**config.mk**
```make
export PLATFORM = sky130hd
export DESIGN_NAME = instruction_encoder_loader
export DESIGN_NICKNAME = d
export VERILOG_FILES = /design/src/rtl/instruction_encoder_loader.sv
export SDC_FILE = /design/constraint.sdc
export NUM_CORES = 1
export LEC_CHECK = 0
export BUFFER_PORTS_ARGS = -buffer_cell sky130_fd_sc_hd__buf_2
export CORE_UTILIZATION = 40
export CTS_CLUSTER_DIAMETER = 120
export DETAILED_ROUTE_END_ITERATION = 7
export PLACE_DENSITY = 0.67
export SLEW_MARGIN = 30
export SYNTH_ARGS = -nofsm -noshare
export SYNTH_HDL_FRONTEND = slang
export SYNTH_SLANG_ARGS = --single-unit
```
**constraint.sdc**
```tcl
create_clock -name clk -period 2.39 [get_ports clk]
set_input_delay 0.239 -clock clk [delete_from_list [all_inputs] [get_ports clk]]
set_output_delay 0.239 -clock clk [all_outputs]
set_load 0.05 [all_outputs]
```
**src/rtl/instruction_encoder_loader.sv**
```systemverilog
// Packs MIPS instruction fields into 32-bit words by format and writes them to
// sequential instruction-memory addresses during a start/finish load session.
module instruction_encoder_loader #(
    parameter int DEPTH  = 32,
    parameter int ADDR_W = 5,
    parameter int BASE   = 0
) (
    input  logic              clk,
    input  logic              rst_n,
    input  logic              start,
    input  logic              finish,
    input  logic              in_valid,
    output logic              in_ready,
    input  logic [1:0]        fmt,
    input  logic [5:0]        Control,
    input  logic [4:0]        read1,
    input  logic [4:0]        read2,
    input  logic [4:0]        write,
    input  logic [4:0]        shamt,
    input  logic [5:0]        alu_control,
    input  logic [15:0]       immediate_data,
    input  logic [25:0]       jumpAdd,
    output logic              mem_we,
    output logic [ADDR_W-1:0] mem_addr,
    output logic [31:0]       mem_wdata,
    output logic [ADDR_W:0]   count,
    output logic              busy,
    output logic              done,
    output logic              err
);

    localparam logic [ADDR_W:0]   FULL   = (ADDR_W+1)'(DEPTH);
    localparam logic [ADDR_W-1:0] BASE_A = ADDR_W'(BASE);

    typedef enum logic [1:0] {
        IDLE = 2'd0,
        LOAD = 2'd1,
        DONE = 2'd2
    } state_t;

    state_t            state, state_next;
    logic [ADDR_W-1:0] ptr;
    logic [31:0]       packed_word;
    logic              accept;
    logic              legal;
    logic              illegal;
    logic              overflow;

    assign in_ready = (state == LOAD) && (count < FULL);
    assign busy     = (state == LOAD);
    assign done     = (state == DONE);

    // start has priority over any bundle presented on the same edge
    assign accept   = in_valid && in_ready && !start;
    assign legal    = accept && (fmt != 2'd3);
    assign illegal  = accept && (fmt == 2'd3);
    assign overflow = in_valid && (state == DONE) && (count == FULL);

    always_comb begin
        packed_word = '0;
        case (fmt)
            2'd0:    packed_word = {Control, read1, read2, write, shamt, alu_control};
            2'd1:    packed_word = {Control, read1, read2, immediate_data};
            2'd2:    packed_word = {Control, jumpAdd};
            default: packed_word = '0;
        endcase
    end

    always_comb begin
        state_next = state;
        case (state)
            IDLE: if (start) state_next = LOAD;
            LOAD: begin
                if (start)
                    state_next = LOAD;
                else if (finish || (legal && (count == FULL - 1'b1)))
                    state_next = DONE;
            end
            DONE: if (start) state_next = LOAD;
            default: state_next = IDLE;
        endcase
    end

    always_ff @(posedge clk or negedge rst_n) begin
        if (!rst_n) begin
            state     <= IDLE;
            ptr       <= BASE_A;
            count     <= '0;
            err       <= 1'b0;
            mem_we    <= 1'b0;
            mem_addr  <= '0;
            mem_wdata <= '0;
        end else begin
            state  <= state_next;
            mem_we <= legal;
            if (legal) begin
                mem_addr  <= ptr;
                mem_wdata <= packed_word;
            end
            if (start) begin
                ptr   <= BASE_A;
                count <= '0;
                err   <= 1'b0;
            end else begin
                if (legal) begin
                    ptr   <= ptr + ADDR_W'(1);
                    count <= count + (ADDR_W+1)'(1);
                end
                if (illegal || overflow)
                    err <= 1'b1;
            end
        end
    end

endmodule

```
# [Yosys cells after proc, flatten, opt, wreduce, memory -nomap -nowiden]
# Index checks and enable logic that the tools add are counted.
[classes] add_sub_neg=2 n_lt_le_gt_ge=1 eq_ne=10 mux=11 n_reduce_logical=17
[op_table] op="one-hot mux 32 bit (3 select lines)" count=1
[op_table] op="two-way mux 6 bit" count=2
[op_table] op="two-way mux 5 bit" count=2
[op_table] op="logical AND 1 bit" count=8
[op_table] op="adder 6 x 1 -> 6 bit, second input constant" count=1
[op_table] op="== test 2 bit, second input constant" count=3
[op_table] op="== test 6 x 5 -> 1 bit, second input constant" count=1
[op_table] op="== test 6 bit, second input constant" count=1
[op_table] op="< comparator 6 bit, second input constant" count=1
[op_table] op="two-way mux 2 bit" count=3
[op_table] op="adder 5 x 1 -> 5 bit, second input constant" count=1
[op_table] op="== test 2 x 1 -> 1 bit, second input constant" count=2
[op_table] op="zero test 2 bit" count=2
[op_table] op="one-hot mux 2 bit (2 select lines)" count=1
[op_table] op="nonzero test 2 bit" count=2
[op_table] op="inequality test 3 x 2 -> 1 bit, second input constant" count=1
[op_table] op="logical OR 1 bit" count=2
[op_table] op="two-way mux 1 bit" count=2
[op_table] op="inequality test 2 x 1 -> 1 bit, second input constant" count=1
[op_table] op="inequality test 2 bit, second input constant" count=1
[op_table] op="AND reduction 2 bit" count=1
[op_table] op="OR reduction 2 bit" count=1
[op_table] op="zero test 1 bit" count=1
[word_totals] reg_bits=52 input_bits=81 out_inout_bits=48 elab_cells=48

# [Longest topological paths before layout]
# Gate-level depths: netlist of run 1.
[logic_depth] word_depth=10 depth_mapped=6 ltp_nobuf=5

# [Least setup slack after synthesis of run 1]
# No wires, ideal clock.
[synth_timing] kind="reg-to-output" start="reg state[0]" end="out in_ready" arrival_time_ps=2031 required_time_ps=2151 setup_slack_ps=120 path_stages_with_launch=3 n_path_buf=0 cell_sequence="dfrtp_1 -> nor2b_1 -> nor2b_1"
[synth_between] elab_chain_cells=2
[synth_lines] element="start, declared" line_no="41" source="state_t state, state_next;"
[synth_lines] element="start signal, assigned" line_no="94" source="state <= state_next;"
[synth_lines] element="== test 2 x 1 -> 1 bit"
[synth_lines] element="net busy" line_no="27" source="output logic busy,"
[synth_lines] element="logical AND 1 bit" line_no="49" source="assign in_ready = (state == LOAD) && (count < FULL);"
[synth_lines] element="end, declared" line_no="13" source="output logic in_ready,"
# The timed path passes the listed nets, and every way through them passes these cells.

# [Worst setup path after layout of run 1]
[layout_timing] start="reg count[5]" end="reg mem_addr[1]"
[layout_between] elab_chain_cells=5
[layout_lines] element="start, declared" line_no="26" source="output logic [ADDR_W:0] count,"
[layout_lines] element="start signal, assigned" line_no="107" source="count <= count + (ADDR_W+1)'(1);"
[layout_lines] element="< comparator 6 bit" line_no="49"
[layout_lines] element="logical AND 1 bit" line_no="49"
[layout_lines] element="logical AND 1 bit (2 in series)" line_no="54" source="assign accept = in_valid && in_ready && !start;"
[layout_lines] element="logical AND 1 bit" line_no="55" source="assign legal = accept && (fmt != 2'd3);"
[layout_lines] element="end signal, assigned" line_no="97" source="mem_addr <= ptr;"
[layout_lines] element="end, declared" line_no="24" source="output logic [ADDR_W-1:0] mem_addr,"
# Every way passes these cells.
# A chain may end at the register's enable or synchronous reset.

==> results.md, run 1 <==
* Period utilization at 81.85%
* Violations in the final reports: DRC
* Min Tclk post-route at 1956 ps
* Fin nets at 438
* Slew HR at 46.63%
* Setup Skew at 7.535 ps
* Cell Chain, Critical Path: nand4bb_4, nor2_4, nand2_1, mux2_2
* WS Path Type: flop to flop
* Slowest stage delay, CP at 460 ps
* Port Buf Inserts at 128
* Antenna violations before repair at 0
* Largest net degree at the start of global routing at 35
* Syn nets at 317
* Clock network power share at 18.9%
* FF+latch count, synth at 52
* Dpl cell area at 3379 sq um
* Vias in the first global route at 2168
* Post-synthesis cell type count at 42
* First-pass GRT wire length at 10.92 mm
* Worst EP required at 2580 ps
* Switching Share at 44.96%
* I/O pin total at 129
* Combinational share of power at 43.9%
* PnR Total Power at 3.339 mW
* Internal power at 1.838 mW
* Non-Filler Instances at 432
* Via density at 5.447
* Slew at the pin with the worst max-slew slack at 800.5 ps
* Die outline width at 84.45 um
* Die H at 84.45 um
* Initial DRT Pass Iterations at 8
* Max clock buf depth at 2
* Total number of vias at 2353
* Syn-to-layout area delta at 29.13%
* CP Max Fanout at 15
* DRT iter0 DRCs at 120
* Rows at 29
* Final Util at 54.36%
* DRC errors left at 10
* Fillers at 582
* Pleak at 1.729 nW
* Final WL at 6.783 mm
* Setup_tns at 0 ps
* Primary FF master, synth: dfrtp_1
* Die Area at 7131 sq um
* Mapped Cells at 233
* Fmax at 0.5112 GHz
* Pwr per Cell Area at 951.0 nW/um^2
* Final setup viols at 0
* Area of the mapped netlist at 2719 sq um
* Register area share after synthesis at 47.86%
* Global placement routability congestion at 0.7916
* Critical Path AT at 2150 ps
* Reg power frac at 37.1%
* Status: finished with violations
* Core area at 6459 sq um
* Post-route ant nets at 0
* Clk slew on worst S/H paths at 100 ps
* Worst vdd ir at 481.5 uV
* Num CTS Buffers at 5
* Post-CTS setup buffers at 0
* EDFF count, synth at 0
* Tot GR Track Use at 19.35%
* Crit. End Element: flop
* CP max-delay cell: dfrtp_1
* Net Sw Power at 1.501 mW
* Placed cell count at 423
* Post-route design area at 3511 sq um
* Fin. max-slew vios at 0
* CTS tree: done
* Post-synth ARST share at 100.0%
* Clk_lat worst skew at 300 ps
* RSZ-0062 raised after global routing: false
* Post-DR wirelength/cell at 15.70 um
* Resize count post-CTS at 0
* Multi-input gate area at 1296 sq um
* Hpwl dp at 5.004 mm
* Hold WC Path Type: primary input to flop
* Final Hold Fails at 0
* Clk sinks at 52
* Congestion Overflow GR at 0
* Syn Area/Cell at 11.67 sq um
* CTS H-tree lvls at 2
* Yosys warning total at 0
* Hold buffers post-CTS at 1
* Clock root buffer: clkbuf_8
* Initial Util at 42.10%
* Ant diodes at 0
* Storage cell area at 1301 sq um
* Type of origin of the critical path: flop
* # Max-Cap Violations at 0
* Layout cells sized above 1 at 47.61%
placed cells by master, fill, tap and decap left out, types with 5 or more instances in the layout:
| master | netlist | routed |
|---|---|---|
| o211ai_2 | 10 | 10 |
| nand2_1 | 21 | 21 |
| a32oi_1 | 16 | 16 |
| mux2_2 | 11 | 11 |
| dfrtp_1 | 52 | 52 |
| o211ai_1 | 6 | 6 |
| buf_2 | 6 | 128 |
| xor2_1 | 5 | 5 |
| mux2i_1 | 16 | 16 |
| nand3_1 | 7 | 7 |
| nor2_1 | 10 | 10 |
| a32o_1 | 10 | 10 |
| clkbuf_8 | 0 | 6 |
| a221o_1 | 10 | 10 |
worst max-delay path: cells and delay by family (launching register included):
| kind | cells | cell delay [ps] |
|---|---|---|
| DFF | 1 | 460 |
| muxes | 1 | 380 |
| and+or+nand+nor | 3 | 1000 |
final cells by class:
type	instances	share of cell area, %
clock buffers	6	2.352
clock inverters	2	1.105
inverters	4	0.4277
multi-input cells	158	36.92
flip-flops and latches	52	37.06
well taps	77	2.744
repair buffers	133	19.39
power by group through the flow:
| stage | clock network, mW | registers [mW] | logic, mW |
|---|---|---|---|
| floorplan | 0 | 1.95 | 0.400 |
| global placement | 0 | 1.25 | 1.46 |
| detailed placement | 0 | 1.25 | 1.48 |
| CTS | 0.651 | 1.24 | 1.48 |
| global route | 0.694 | 1.27 | 1.54 |
| finish | 0.632 | 1.24 | 1.47 |
cells by family after synthesis:
logic type / Yosys count / share of synthesized area (%)
xor gates and xnor gates: 8 / 2.577
adders and majority gates: 3 / 1.381
buffers and inverters: 23 / 4.556
and+or+nand+nor: 60 / 12.33
muxes: 27 / 10.45
AOI/OAI and AO/OA: 60 / 20.85
DFF: 52 / 47.86
registers in the layout, summed over array words and instances, names as in the netlist:
signal,count
count,6
err,1
mem_addr,5
mem_wdata,32
mem_we,1
ptr,5
state,2
cells in the mapped netlist, types with 5 or more instances:
cell / count / share of area, %
a32oi_1: 16 / 5.2
nand3_1: 7 / 1.3
clkbuf_1: 8 / 1.1
dfrtp_1: 52 / 48
buf_2: 6 / 1.1
o211ai_2: 10 / 4.6
nor2_1: 10 / 1.4
o211ai_1: 6 / 1.7
xor2_1: 5 / 1.6
a32o_1: 10 / 3.7
nand2_1: 21 / 2.9
mux2i_1: 16 / 5.9
mux2_2: 11 / 4.6
a221o_1: 10 / 3.7
metal layers:
layer / vias to the layer above / track usage (%) / part of all wire [%] / wire length, um
met4: 0 / 4.777 / 0.75 / 51
met5: - / 0 / 0 / 0
li1: 1136 / - / - / -
met1: 1129 / 27.77 / 47 / 3156
met2: 83 / 30.33 / 47 / 3199
met3: 5 / 3.835 / 5.5 / 376
through the flow:
stage / setup WS, ps / hold WS (ps)
after floorplan: 119.7 / -56.59
after global placement: 492.3 / 191.5
after detailed placement: 415.9 / 197.5
after CTS: 404.6 / 149.1
after global routing: 261.4 / 141.5
final: 433.9 / 159.0
worst paths after layout:
path	start	end	slack, ps	cells past startpoint
max in group asynchronous	rst_n	mem_wdata[31]	1230	3
setup / recovery	count[5]	mem_addr[1]	430	4
hold / removal	Control[3]	mem_wdata[29]	160	2
hold reg to reg	mem_wdata[26]	mem_wdata[26]	510	1
min in group asynchronous	rst_n	mem_wdata[17]	390	2
setup reg to reg	count[5]	mem_addr[1]	430	4
(Power assumes the default switching activity.)
==> run 2, diff against run 1 <==
--- a/config.mk
+++ b/config.mk
@@ -5,6 +5,7 @@
 export SDC_FILE = /design/constraint.sdc
 export NUM_CORES = 1
 export LEC_CHECK = 0
+export ABC_AREA = 1
 export BUFFER_PORTS_ARGS = -buffer_cell sky130_fd_sc_hd__buf_2
 export CORE_UTILIZATION = 40
 export CTS_CLUSTER_DIAMETER = 120
==> constraint.sdc (replaced) <==
create_clock -name clk -period 1.9 [get_ports clk]
set_input_delay 0.19 -clock clk [delete_from_list [all_inputs] [get_ports clk]]
set_output_delay 0.19 -clock clk [all_outputs]
set_load 0.05 [all_outputs]
==> run 2 against run 1 <==
  * The run ends with hold timing left
  * Sequential power grew 13%
  * Critical path depth rose by 4
  * Clock skew grew 3.7 ps
  * Synthesized cell count grew 45%
  * Largest cell class unchanged
==> results.md, run 2 <==
* Status: finished with violations
* Violations in the final reports: hold timing
* Worst vdd ir at 541.3 uV (+12%)
* DRC errors left at 0 (-10)
* Via density at 4.708 (-14%)
* Critical Path AT at 1900 ps (-250 ps)
* Fmax at 0.6016 GHz (+18%)
* I/O pin total at 129 (unchanged)
* Crit. End Element: flop
* Final Util at 53.33% (-1.0 points)
* Final Hold Fails at 5 (+5)
* Dominant cell type by area after synthesis: dfrtp_1
* Final WL at 6.601 mm (-2.7%)
* Pleak at 1.979 nW (+14%)
* Hold buffers post-CTS at 0 (-1)
* Max Used Layer: met4
* Layout cells sized above 1 at 32.47% (-15 points)
* Fin. max-slew vios at 0 (unchanged)
* Dpl cell area at 3312 sq um (-2.0%)
* Fin nets at 548 (+25%)
* Post-route ant nets at 0 (unchanged)
* Dpl ws at 243.1 ps (-172.8 ps)
* FF+latch count, synth at 52 (unchanged)
* Register area share after synthesis at 49.08% (+1.2 points)
* Met2 wire length at 3.164 mm (-1.1%)
* Post-route design area at 3406 sq um (-3.0%)
* Top cells by area, synth: dfrtp_1 49%, nand2_1 24%, nand3_1 4.7%, a22o_1 3.3%, inv_1 2.5%
* EDFF count, synth at 0 (unchanged)
* Number of flip-flops in the largest register at 32 (unchanged)
* Die H at 83.42 um (-1.2%)
* Type of origin of the critical path: flop
* Hpwl dp at 4.956 mm (-0.96%)
* Post-DR wirelength/cell at 12.18 um (-22%)
* CTS tree: done
* RSZ-0062 raised after global routing: false
* PnR Total Power at 3.376 mW (+1.1%)
* Core area at 6386 sq um (-1.1%)
* Clk_lat worst skew at 300 ps (about the same)
* CP Max Fanout at 18 (+3)
* Post-synth top area share at 49.08% (+1.2 points)
* Non-Filler Instances at 542 (+25%)
* Period utilization at 87.49% (+5.6 points)
* M1 WL at 3.010 mm (-4.6%)
* Ant diodes at 0 (unchanged)
* Max clock buf depth at 2 (unchanged)
* Min Tclk post-route at 1662 ps (-293.8 ps)
* Largest regs: mem_wdata x32, count x6
* Die Area at 6958 sq um (-2.4%)
* Commonest non-fill, non-tap cell in the layout: nand2_1
* DRT iter0 DRCs at 85 (-29%)
* Fin worst setup slack at 237.7 ps (-196.2 ps)
* Post-synth ARST share at 100.0% (unchanged)
* Most frequent cells in the layout: 171 x nand2_1, 128 x buf_2, 52 x dfrtp_1
* Primary FF master, synth: dfrtp_1
* Crit path top cell by count: nand2_1
* Post-synth top cells: 171 x nand2_1, 52 x dfrtp_1, 25 x nand3_1
* Num CTS Buffers at 5 (unchanged)
* Cell with the most instances after synthesis: nand2_1
* Initial DRT Pass Iterations at 4 (-4)
* Hold Worst Slack at -18.83 ps (-177.8 ps)
* Die outline width at 83.42 um (-1.2%)
* Cell Chain, Critical Path: inv_1, nand2_1, nor2_2, nand2_1, nor2_4, buf_4, nand2_1, nand2_1
* CP max-delay cell: dfrtp_1
* Global placement routability congestion at 0.8092 (+2.2%)
* Syn Area/Cell at 7.844 sq um (-33%)
* Syn-to-layout area delta at 28.46%
* Clk sinks at 52 (unchanged)
* Largest net degree at the start of global routing at 53 (+51%)
* Clk slew on worst S/H paths at 90 ps (about the same)
* Pwr per Cell Area at 991.3 nW/um^2 (+4.2%)
* Rows at 29 (unchanged)
* Mapped Cells at 338 (+45%)
* Syn nets at 422 (+33%)
* CP top delay family: simple AND/OR/NAND/NOR gates
* # Max-Cap Violations at 0 (unchanged)
* Slew at the pin with the worst max-slew slack at 647.8 ps (-152.7 ps)
* Antenna violations before repair at 0 (unchanged)
* Initial Util at 41.52% (-0.58 points)
* Final setup viols at 0 (unchanged)
* Slew HR at 56.82% (+10 points)
* Setup_tns at 0 ps (unchanged)
* WL met3 at 396 um (+5.3%)
* First-pass GRT wire length at 11.19 mm (+2.5%)
* WS Path Type: flop to flop
* CTS H-tree lvls at 2 (unchanged)
* Total number of vias at 2552 (+8.5%)
* Hold WC Path Type: primary input to async pin
* Setup Skew at 11.19 ps (+3.657 ps)
* Area of the mapped netlist at 2651 sq um (-2.5%)
* Vias in the first global route at 2507 (+16%)
* Yosys warning total at 0 (unchanged)
* Placed cell count at 534 (+26%)
* Tot GR Track Use at 19.72% (+0.37 points)
* Top reg by flops: mem_wdata
* Clock root buffer: clkbuf_8
* Resize count post-CTS at 0 (unchanged)
* Post-CTS setup buffers at 0 (unchanged)
* Slowest stage delay, CP at 360 ps (-100 ps)
* Congestion Overflow GR at 0 (unchanged)
* Port Buf Inserts at 128 (unchanged)
* Post-synthesis cell type count at 25 (-40%)
* WP buf/inv at 2 (+2)
* Worst EP required at 2140 ps (-440 ps)
-- run 2: logic make-up (layout without fill, tap and decap cells) --
| family | after synthesis | in the layout | synth area share [%] |
|---|---|---|---|
| XOR/XNOR | 4 | 4 | 1.322 |
| AO/OA/AOI/OAI | 25 | 25 | 6.937 |
| buffers and inverters | 32 | 159 | 6.701 |
| AND/OR/NAND/NOR | 222 | 222 | 34.54 |
| flip-flops | 52 | 52 | 49.08 |
| adder cells (fa/ha/maj) | 3 | 3 | 1.416 |
-- run 2: path summary, 6_finish.rpt --
path                       cells after the start  slack (ps)           from       endpoint
hold reg to reg                                2         480  mem_wdata[14]  mem_wdata[14]
setup reg to reg                               8         240       state[1]  mem_wdata[27]
max in group asynchronous                      2        1460          rst_n  mem_wdata[20]
setup / recovery                               8         240       state[1]  mem_wdata[27]
min in group clk                               3          80     Control[5]  mem_wdata[31]
hold / removal                                 2         -20          rst_n       count[0]
-- run 2: area by class of cell --
type	instances	area, sq um
tap	77	96.34
fill	673	2980
multi-input combinational	254	1172
clock inverter	1	7.507
inverter	19	71.32
sequential	52	1301
clock buffer	7	86.33
timing repair buffer	132	670.6
-- run 2: power by group --
group / leakage [nW] / switching [mW] / internal, mW
combinational: 1.25 / 1.01 / 0.317
sequential: 0.684 / 0.108 / 1.29
clock: 0.0445 / 0.350 / 0.297
total: 1.98 / 1.47 / 1.91
-- run 2: per-layer routing --
layer | GRT usage (%) | up-vias
li1 | - | 1307
met1 | 25.79 | 1147
met2 | 33.46 | 96
met3 | 4.573 | 2
met4 | 4.314 | 0
met5 | 0 | -
-- run 2: worst register-to-register path, delay by kind of cell, from the launching register on --
kind | cells | cell delay (ps)
AND/OR/NAND/NOR | 6 | 860
flip-flops | 1 | 360
buffers and inverters | 2 | 390
